## src/rtl/approx_multiplier_sr.sv

```systemverilog
// Approximate multiplier: leading-one segmenting, serial shift-add, rescale.
// Signed/unsigned, truncate/round segmenting, saturating output, fixed latency.
module approx_multiplier_sr #(
    parameter int N_IN  = 16,
    parameter int N_EFF = 8,
    parameter int N_OUT = 32
) (
    input  logic             clk,
    input  logic             rst,
    input  logic             Start,
    input  logic             signed_mode,
    input  logic             round_mode,
    input  logic [N_IN-1:0]  pin1,
    input  logic [N_IN-1:0]  pin2,
    output logic             Busy,
    output logic             Done,
    output logic [N_OUT-1:0] pout,
    output logic             ovf
);

    localparam int SW = $clog2(N_IN + 2);
    localparam int CW = $clog2(N_EFF + 1);
    localparam int AW = 2 * N_EFF;
    localparam int PW = 2 * N_IN + 1;
    localparam logic [PW-1:0] ONE  = PW'(1);
    localparam logic [PW-1:0] UMAX = (ONE << N_OUT) - ONE;
    localparam logic [PW-1:0] SMAX = (ONE << (N_OUT - 1)) - ONE;
    localparam logic [PW-1:0] SMIN = ONE << (N_OUT - 1);

    typedef enum logic [1:0] {IDLE, LOAD, MUL, FIN} state_t;

    state_t           state;
    state_t           state_next;
    logic [N_IN-1:0]  a_q;
    logic [N_IN-1:0]  b_q;
    logic             sm_q;
    logic             rm_q;
    logic             neg_q;
    logic [AW-1:0]    mcand;
    logic [N_EFF-1:0] mplr;
    logic [AW-1:0]    acc;
    logic [SW-1:0]    sh1;
    logic [SW-1:0]    sh2;
    logic [CW-1:0]    cnt;

    logic [SW-1:0]    sh1_c;
    logic [SW-1:0]    sh2_c;
    logic [N_EFF-1:0] seg1_c;
    logic [N_EFF-1:0] seg2_c;
    logic [SW:0]      shamt;
    logic [PW-1:0]    prod;
    logic [N_OUT-1:0] neg_low;
    logic [N_OUT-1:0] sat_val;
    logic             sat_ovf;

    // |x| in signed mode; the most negative value maps to 2^(N_IN-1)
    function automatic logic [N_IN-1:0] magnitude(
        input logic [N_IN-1:0] x,
        input logic            sgn
    );
        return (sgn && x[N_IN-1]) ? -x : x;
    endfunction

    // Cut an N_EFF-bit segment at the leading one; returns {shift, segment}
    function automatic logic [SW+N_EFF-1:0] segment(
        input logic [N_IN-1:0] mag,
        input logic            rnd
    );
        logic [N_IN-1:0] sh;
        logic [N_EFF:0]  seg;
        logic [SW-1:0]   s;
        int              p;
        p = 0;
        for (int i = 0; i < N_IN; i++) begin
            if (mag[i]) p = i;
        end
        if (p >= N_EFF) s = SW'(p - N_EFF + 1);
        else s = '0;
        sh  = mag >> s;
        seg = {1'b0, sh[N_EFF-1:0]};
        if (rnd && s != '0) begin
            sh = mag >> (s - SW'(1));
            if (sh[0]) seg = seg + {{N_EFF{1'b0}}, 1'b1};
        end
        if (seg[N_EFF]) begin
            seg = '0;
            seg[N_EFF-1] = 1'b1;
            s = s + SW'(1);
        end
        return {s, seg[N_EFF-1:0]};
    endfunction

    assign Busy = (state != IDLE);

    // Segment both latched operands for the LOAD step
    always_comb begin
        {sh1_c, seg1_c} = segment(magnitude(a_q, sm_q), rm_q);
        {sh2_c, seg2_c} = segment(magnitude(b_q, sm_q), rm_q);
    end

    // Rescale the segment product, apply sign and clamp to the output range
    always_comb begin
        shamt   = {1'b0, sh1} + {1'b0, sh2};
        prod    = {{(PW - AW){1'b0}}, acc} << shamt;
        neg_low = -prod[N_OUT-1:0];
        sat_val = prod[N_OUT-1:0];
        sat_ovf = 1'b0;
        if (neg_q) begin
            if (prod > SMIN) begin
                sat_val = SMIN[N_OUT-1:0];
                sat_ovf = 1'b1;
            end else begin
                sat_val = neg_low;
            end
        end else if (sm_q) begin
            if (prod > SMAX) begin
                sat_val = SMAX[N_OUT-1:0];
                sat_ovf = 1'b1;
            end
        end else if (prod > UMAX) begin
            sat_val = UMAX[N_OUT-1:0];
            sat_ovf = 1'b1;
        end
    end

    // State register
    always_ff @(posedge clk or negedge rst) begin
        if (!rst) state <= IDLE;
        else state <= state_next;
    end

    // Next-state logic: IDLE -> LOAD -> MUL x N_EFF -> FIN -> IDLE
    always_comb begin
        state_next = state;
        unique case (state)
            IDLE: if (Start) state_next = LOAD;
            LOAD: state_next = MUL;
            MUL:  if (cnt == CW'(N_EFF - 1)) state_next = FIN;
            FIN:  state_next = IDLE;
            default: state_next = IDLE;
        endcase
    end

    // Datapath: latch, segment, shift-add, publish result
    always_ff @(posedge clk or negedge rst) begin
        if (!rst) begin
            a_q   <= '0;
            b_q   <= '0;
            sm_q  <= 1'b0;
            rm_q  <= 1'b0;
            neg_q <= 1'b0;
            mcand <= '0;
            mplr  <= '0;
            acc   <= '0;
            sh1   <= '0;
            sh2   <= '0;
            cnt   <= '0;
            pout  <= '0;
            ovf   <= 1'b0;
            Done  <= 1'b0;
        end else begin
            Done <= (state == FIN);
            unique case (state)
                IDLE: begin
                    if (Start) begin
                        a_q  <= pin1;
                        b_q  <= pin2;
                        sm_q <= signed_mode;
                        rm_q <= round_mode;
                    end
                end
                LOAD: begin
                    neg_q <= sm_q & (a_q[N_IN-1] ^ b_q[N_IN-1]);
                    mcand <= {{N_EFF{1'b0}}, seg1_c};
                    mplr  <= seg2_c;
                    sh1   <= sh1_c;
                    sh2   <= sh2_c;
                    acc   <= '0;
                    cnt   <= '0;
                end
                MUL: begin
                    if (mplr[0]) acc <= acc + mcand;
                    mcand <= mcand << 1;
                    mplr  <= mplr >> 1;
                    cnt   <= cnt + CW'(1);
                end
                FIN: begin
                    pout <= sat_val;
                    ovf  <= sat_ovf;
                end
                default: ;
            endcase
        end
    end

endmodule

```

## config.mk

```make
export PLATFORM = sky130hd
export DESIGN_NAME = approx_multiplier_sr
export DESIGN_NICKNAME = d
export VERILOG_FILES = /design/src/rtl/approx_multiplier_sr.sv
export SDC_FILE = /design/constraint.sdc
export NUM_CORES = 1
export LEC_CHECK = 0
export CAP_MARGIN = 20
export CORE_ASPECT_RATIO = 2
export CORE_MARGIN = 2
export CORE_UTILIZATION = 55
export DETAILED_ROUTE_END_ITERATION = 10
export PLACE_DENSITY = 0.74
export SLEW_MARGIN = 20
export SYNTH_ARGS = -nofsm -noshare
export SYNTH_HDL_FRONTEND = slang
export SYNTH_SLANG_ARGS = --single-unit
```

## constraint.sdc

```tcl
create_clock -name clk -period 13.62 [get_ports clk]
set_clock_uncertainty 0.2 [all_clocks]
set_input_delay 1.362 -clock clk [delete_from_list [all_inputs] [get_ports clk]]
set_output_delay 1.362 -clock clk [all_outputs]
set_load 0.05 [all_outputs]
```

# [Yosys cells after proc, flatten, opt, wreduce, memory -nomap -nowiden]
# Cells that the tools add are included.
[word_totals] register_bits=125 latchBits=0 ramBits=0 mem_bits_ro=0 inputBits=37 output_inout_bits=35 word_cells=122 n_memories=0
[op_classes] n_addsub=16 mul=0 div_mod_pow=0 order_cmp=5 n_eq_ne=7 shifts=5 mux=60 bitwise=2 n_reduce_logical=12
[ops] operator="two-way mux 32 bit" n=29
[ops] operator="greater-than comparator 33 x 32 -> 1 bit (second input constant)" n=2
[ops] operator=">= comparator 32 x 5 -> 1 bit (second input constant)" n=2
[ops] operator="one-hot mux 16 bit (2 select lines)" n=2
[ops] operator="two-way mux 16 bit" n=3
[ops] operator="two-way mux 9 bit" n=4
[ops] operator="greater-than comparator 33 x 31 -> 1 bit (second input constant)" n=1
[ops] operator="left shift 16 x 6 -> 33 bit" n=1
[ops] operator="negation 16 bit" n=2
[ops] operator="negation 32 bit" n=1
[ops] operator="right shift 16 x 5 -> 1 bit" n=2
[ops] operator="right shift 16 x 5 -> 8 bit" n=2
[ops] operator="two-way mux 5 bit" n=4
[ops] operator="adder 8 x 1 -> 9 bit (second input constant)" n=2
[ops] operator="adder 16 bit" n=1
[ops] operator="two-way mux 8 bit" n=2
[ops] operator="one-hot mux 8 bit (2 select lines)" n=1
[ops] operator="adder 5 x 1 -> 5 bit (second input constant)" n=2
[ops] operator="adder 5 x 2 -> 5 bit (second input constant)" n=2
[ops] operator="nonzero test 5 bit" n=2
[ops] operator="subtractor 5 x 1 -> 5 bit (second input constant)" n=2
[ops] operator="subtractor 5 bit (second input constant)" n=2
[ops] operator="two-way mux 2 bit" n=4
[ops] operator="one-hot mux 2 bit (4 select lines)" n=1
[ops] operator="15 further kinds" n=31

# [Depth between registers and ports, before layout]
[logic_depth] ltp_word=26 mapped_depth=26 depth_no_buf=23

# [Least setup slack after synthesis]
# No wires, ideal clock.
[synth_timing] path_kind="register to register" start="register b_q[0]" end="register sh2[1]" setup_time_ps=126 arrival_ps=5778 required_time_ps=13294 path_slack_ps=7516 stages_incl_launch_ff=26 path_buffers=6 period_less_slack_ps=6104 cell_sequence="dfrtp_1 clkbuf_1 inv_1 ha_1 nor4b_4 a211o_1 a211oi_1 a211oi_1 or4_1 clkbuf_1 a21oi_2 inv_2 buf_2 ha_1 clkbuf_1 clkbuf_1 clkbuf_1 nor3_1 o31ai_1 o211a_1 ha_1 nand3_1 nand4b_2 nor4_1 mux2_2 a221o_1"
[synth_between] elab_chain_len=25 elab_cells_between_ends=31 classes_between="6 x add/sub; 1 x order compare; 2 x shift; 20 x mux; 2 x reduce/logical"
[synth_lines] item="start: declaration" line_no="35" rtl="logic [N_IN-1:0] b_q;"
[synth_lines] item="start signal: assignment" line_no="167" rtl="b_q <= pin2;"
[synth_lines] item="negation 16 bit" line_no="61" rtl="return (sgn && x[N_IN-1]) ? -x : x;"
[synth_lines] item="two-way mux 16 bit (*)" line_no="61"
[synth_lines] item="two-way mux 1 bit" line_no="75" rtl="if (mag[i]) p = i;"
[synth_lines] item="two-way mux 32 bit (14 in series)" line_no="75"
[synth_lines] item="subtractor 5 bit" line_no="77" rtl="if (p >= N_EFF) s = SW'(p - N_EFF + 1);"
[synth_lines] item="adder 5 x 2 -> 5 bit" line_no="77"
[synth_lines] item="two-way mux 5 bit" line_no="77"
[synth_lines] item="right shift 16 x 5 -> 8 bit / subtractor 5 x 1 -> 5 bit (equally long branches)" line_no="79, 82"
[synth_lines] item="adder 8 x 1 -> 9 bit / right shift 16 x 5 -> 1 bit (equally long branches)" line_no="83, 82"
[synth_lines] item="two-way mux 9 bit" line_no="83" rtl="if (sh[0]) seg = seg + {{N_EFF{1'b0}}, 1'b1};"
[synth_lines] item="two-way mux 9 bit" line_no="81" rtl="if (rnd && s != '0) begin"
[synth_lines] item="two-way mux 5 bit (*)" line_no="85" rtl="if (seg[N_EFF]) begin"
[synth_lines] item="end signal: assignment" line_no="156" rtl="sh2 <= '0;"
[synth_lines] item="end signal: assignment" line_no="177" rtl="sh2 <= sh2_c;"
[synth_lines] item="end: declaration" line_no="43" rtl="logic [SW-1:0] sh2;"
# Every way passes the cells marked *; elsewhere a longest branch is shown, timed or not.
# A chain may end at the register's enable or synchronous reset.

# [Final worst setup path]
[layout_timing] start="register sm_q" end="register sh2[1]"
[layout_between] elab_chain_len=25 elab_cells_between_ends=31 classes_between="5 x add/sub; 1 x order compare; 2 x shift; 20 x mux; 3 x reduce/logical"
[layout_lines] item="start: declaration" line_no="36" rtl="logic sm_q;"
[layout_lines] item="start signal: assignment" line_no="168" rtl="sm_q <= signed_mode;"
[layout_lines] item="logical AND 1 bit (*)" line_no="61"
[layout_lines] item="two-way mux 16 bit (*)" line_no="61"
[layout_lines] item="two-way mux 1 bit" line_no="75"
[layout_lines] item="two-way mux 32 bit (14 in series)" line_no="75"
[layout_lines] item="subtractor 5 bit" line_no="77"
[layout_lines] item="adder 5 x 2 -> 5 bit" line_no="77"
[layout_lines] item="two-way mux 5 bit" line_no="77"
[layout_lines] item="right shift 16 x 5 -> 8 bit / subtractor 5 x 1 -> 5 bit (equally long branches)" line_no="79, 82"
[layout_lines] item="adder 8 x 1 -> 9 bit / right shift 16 x 5 -> 1 bit (equally long branches)" line_no="83, 82"
[layout_lines] item="two-way mux 9 bit" line_no="83"
[layout_lines] item="two-way mux 9 bit" line_no="81"
[layout_lines] item="two-way mux 5 bit (*)" line_no="85"
# Marked as above.

==> flow_metrics.py <==
metrics = {
    "detailed_routing": {
        "firstDrtPassIters": 5,
        "drt-initial-drc-count": 659,
        "drc": 0,
        "viasPerCell": 6.75,
        "wl_per_cell_um": 23.1,
        "wl_mm": 39.7,
        "ant_nets": 0,
        "vias": 11592,
    },
    "yosys": {
        "synth_edf_count": 0,
        "yosys.area.top_type": "dfrtp_1",
        "netlist_instances": 1416,
        "ys_types": 108,
        "ys_top_cells_by_count": "125 x dfrtp_1, 123 x nand2_1, 99 x o21ai_0",
        "syn_area_mm2": 0.0117,
        "async_flop_share": 1.00,
        "ys.flop_type": "dfrtp_1",
        "yosysTopAreaCellShare": 0.267,
        "ys_seq_area_frac": 0.267,
        "yosys_warnings": 0,
        "syn-num-nets": 1488,
        "syn_area_per_cell_um2": 8.28,
        "synth_area_leaders": "dfrtp_1 27%, mux2_2 5.2%, o21ai_0 4.2%",
        "synth-seq-cells": 125,
        "yosysMostFrequentCell": "dfrtp_1",
    },
    "setup_path": {
        "critPathCaptureType": "flip-flop",
        "crit_buf_inv": 1,
        "crit_chain": "nand2_1 -> a32o_1 -> nor4_1 -> a211oi_1 -> or4_1 -> a21oi_2 -> inv_2 -> ha_1 -> o21ai_1 -> a221oi_1 -> o21a_1 -> ha_1 -> nand3_1 -> nand4b_2 -> nor4_1 -> mux2_2 -> a221o_1",
        "crit_family": "compound AO/OA/AOI/OAI gates",
        "cp.arrival_ps": 7910,
        "startpoint_type": "flip-flop",
        "cp_slowest_cell": "ha_1",
        "critPathMaxStageDelay_ps": 990,
        "cp-startpoint": "sm_q",
        "cp_max_fo": 35,
        "critPathRequiredTime_ps": 13750,
        "critical_path_class": "reg2reg",
        "reg2reg_from": "sm_q",
    },
    "sta": {
        "drv_slew": 0,
        "post-route-min-period_ps": 7780,
        "tns_ps": 0,
        "tightest_slew_ps": 1050,
        "period_share": 0.571,
        "setup_violations": 0,
        "fmax_ghz": 0.129,
        "final-hold-violation-count": 0,
        "relSlewSlack": 0.297,
        "hold_ws_ps": 275,
        "rsz0062_at_grt": "no",
    },
    "placed_design": {
        "dpl_cell_area_mm2": 0.0126,
        "io_buffer_count": 71,
        "dp_hpwl_mm": 29.7,
        "place_congestion": 1.10,
    },
    "hold_path": {
        "holdCritPathClass": "reg2reg",
        "worstHoldStart": "pout[6]",
    },
    "clocking": {
        "cts-hold-fix-buffers": 0,
        "cts_tree": "built",
        "cts_setup_buffers": 0,
        "clkSinkCount": 125,
        "cts_resized": 0,
        "cts_root_buffer": "clkbuf_16",
        "insertion_delay_ps": 460,
        "htree_levels": 4,
        "clk_pin_slew_ps": 60,
        "numCtsBuffers": 17,
        "cts_max_path_buffers": 2,
    },
    "global_routing": {
        "grt_pass1_wl_mm": 62.0,
        "antenna_found_initial": 0,
        "grt_max_degree": 78,
        "grt.total_usage": 0.359,
        "grt_pass1_vias": 11506,
        "overflow": 0,
    },
    "flow_run": {
        "max_cap_violations": 0,
    },
    "finish": {
        "drive_above_1_share": 0.116,
        "n_antenna_cell": 0,
        "fin_util": 0.631,
        "fin_area_mm2": 0.0132,
        "fin_nets": 1508,
        "syn2layout_area_growth_pct": 12.5,
    },
    "die": {
        "core_area_mm2": 0.0209,
        "die_area_mm2": 0.0226,
        "initial_core_util": 0.561,
        "fp-row-count": 75,
        "die_w_um": 107,
        "ios": 72,
        "die_h_um": 211,
    },
    "outcome": {
        "status": "finished clean",
    },
}
area by class of cell:
| cell class | instances | area (um2) |
|---|---|---|
| clock inverters | 13 | 168 |
| multi-input cells | 1143 | 8040 |
| clock buffers | 18 | 439 |
| repair buffers | 92 | 876 |
| flip-flops and latches | 125 | 3130 |
| inverters | 57 | 214 |
| well taps | 269 | 337 |
| fillers | 1851 | 7730 |
registers in the layout, summed over array words and instances (netlist names):
name and count:
cnt 4, neg_q 1, b_q 16, a_q 16, acc 16, state 2, sm_q 1, sh2 5
ovf 1, mplr 8, sh1 5, mcand 16, Done 1, pout 32, rm_q 1
metrics by stage:
| stage | setup slack [ps] | cells |
|---|---|---|
| after global routing | 5390 | 1717 |
| final | 5840 | 1717 |
| after detailed placement | 6120 | 1684 |
| after floorplan | 7520 | 1416 |
| after CTS | 6100 | 1715 |
| after global placement | 6140 | 1684 |
cells in the final DEF, fill, tap and decap left out, types with 11 or more instances in the layout:
cell,n
a31oi_1,22
dfrtp_1,125
o211ai_1,21
o22ai_1,13
and3_1,18
nor3_1,33
o221ai_1,11
a21oi_1,96
mux2i_1,40
o31ai_1,17
ha_1,33
o21a_1,23
clkdlybuf4s50_1,70
nand2b_1,15
inv_1,51
a21o_1,11
o21ai_0,99
nor4_1,11
mux2_2,54
mux4_2,12
nor2_1,97
o21bai_1,11
clkbuf_16,17
a211oi_1,26
nand2_1,123
or3_1,17
nand3_1,55
xor2_1,23
xnor2_1,38
buf_4,20
and2_1,13
worst paths after layout:
check	end	slack, ps	cells after the start
worst max-delay path	sh2[1]	5840	17
worst max register to register	sh2[1]	5840	17
worst min-delay path	pout[6]	270	1
min in group asynchronous	pout[23]	720	1
max in group asynchronous	mplr[5]	11300	3
worst min register to register	pout[6]	270	1
logic make-up (layout without fill, tap and decap cells):
group                      after synthesis  count (layout)  share of synthesized area
muxes                                  108             108                      0.111
adders and majority gates               35              35                     0.0386
xor gates and xnor gates                64              64                     0.0484
and+or+nand+nor                        461             461                      0.206
AOI/OAI and AO/OA                      475             475                      0.278
DFF                                    125             125                      0.267
buffers and inverters                  148             180                     0.0507
layer usage:
layer	share of wire	vias to the layer above	GRT usage
met5	0	-	0
met4	0.095	0	0.311
met3	0.051	194	0.0795
met2	0.53	450	0.650
met1	0.32	5559	0.326
li1	-	5389	-
worst register-to-register path, cell delays in order (launching register included):
cell	delay, ps
dfrtp_1	780
nand2_1	530
a32o_1	400
nor4_1	280
a211oi_1	160
or4_1	610
a21oi_2	440
inv_2	220
ha_1	990
o21ai_1	400
a221oi_1	810
o21a_1	290
ha_1	170
nand3_1	100
nand4b_2	340
nor4_1	320
mux2_2	370
a221o_1	250
Power is not shown: default switching activity piles up to over one toggle a cycle in this logic, so the estimate is an artifact.
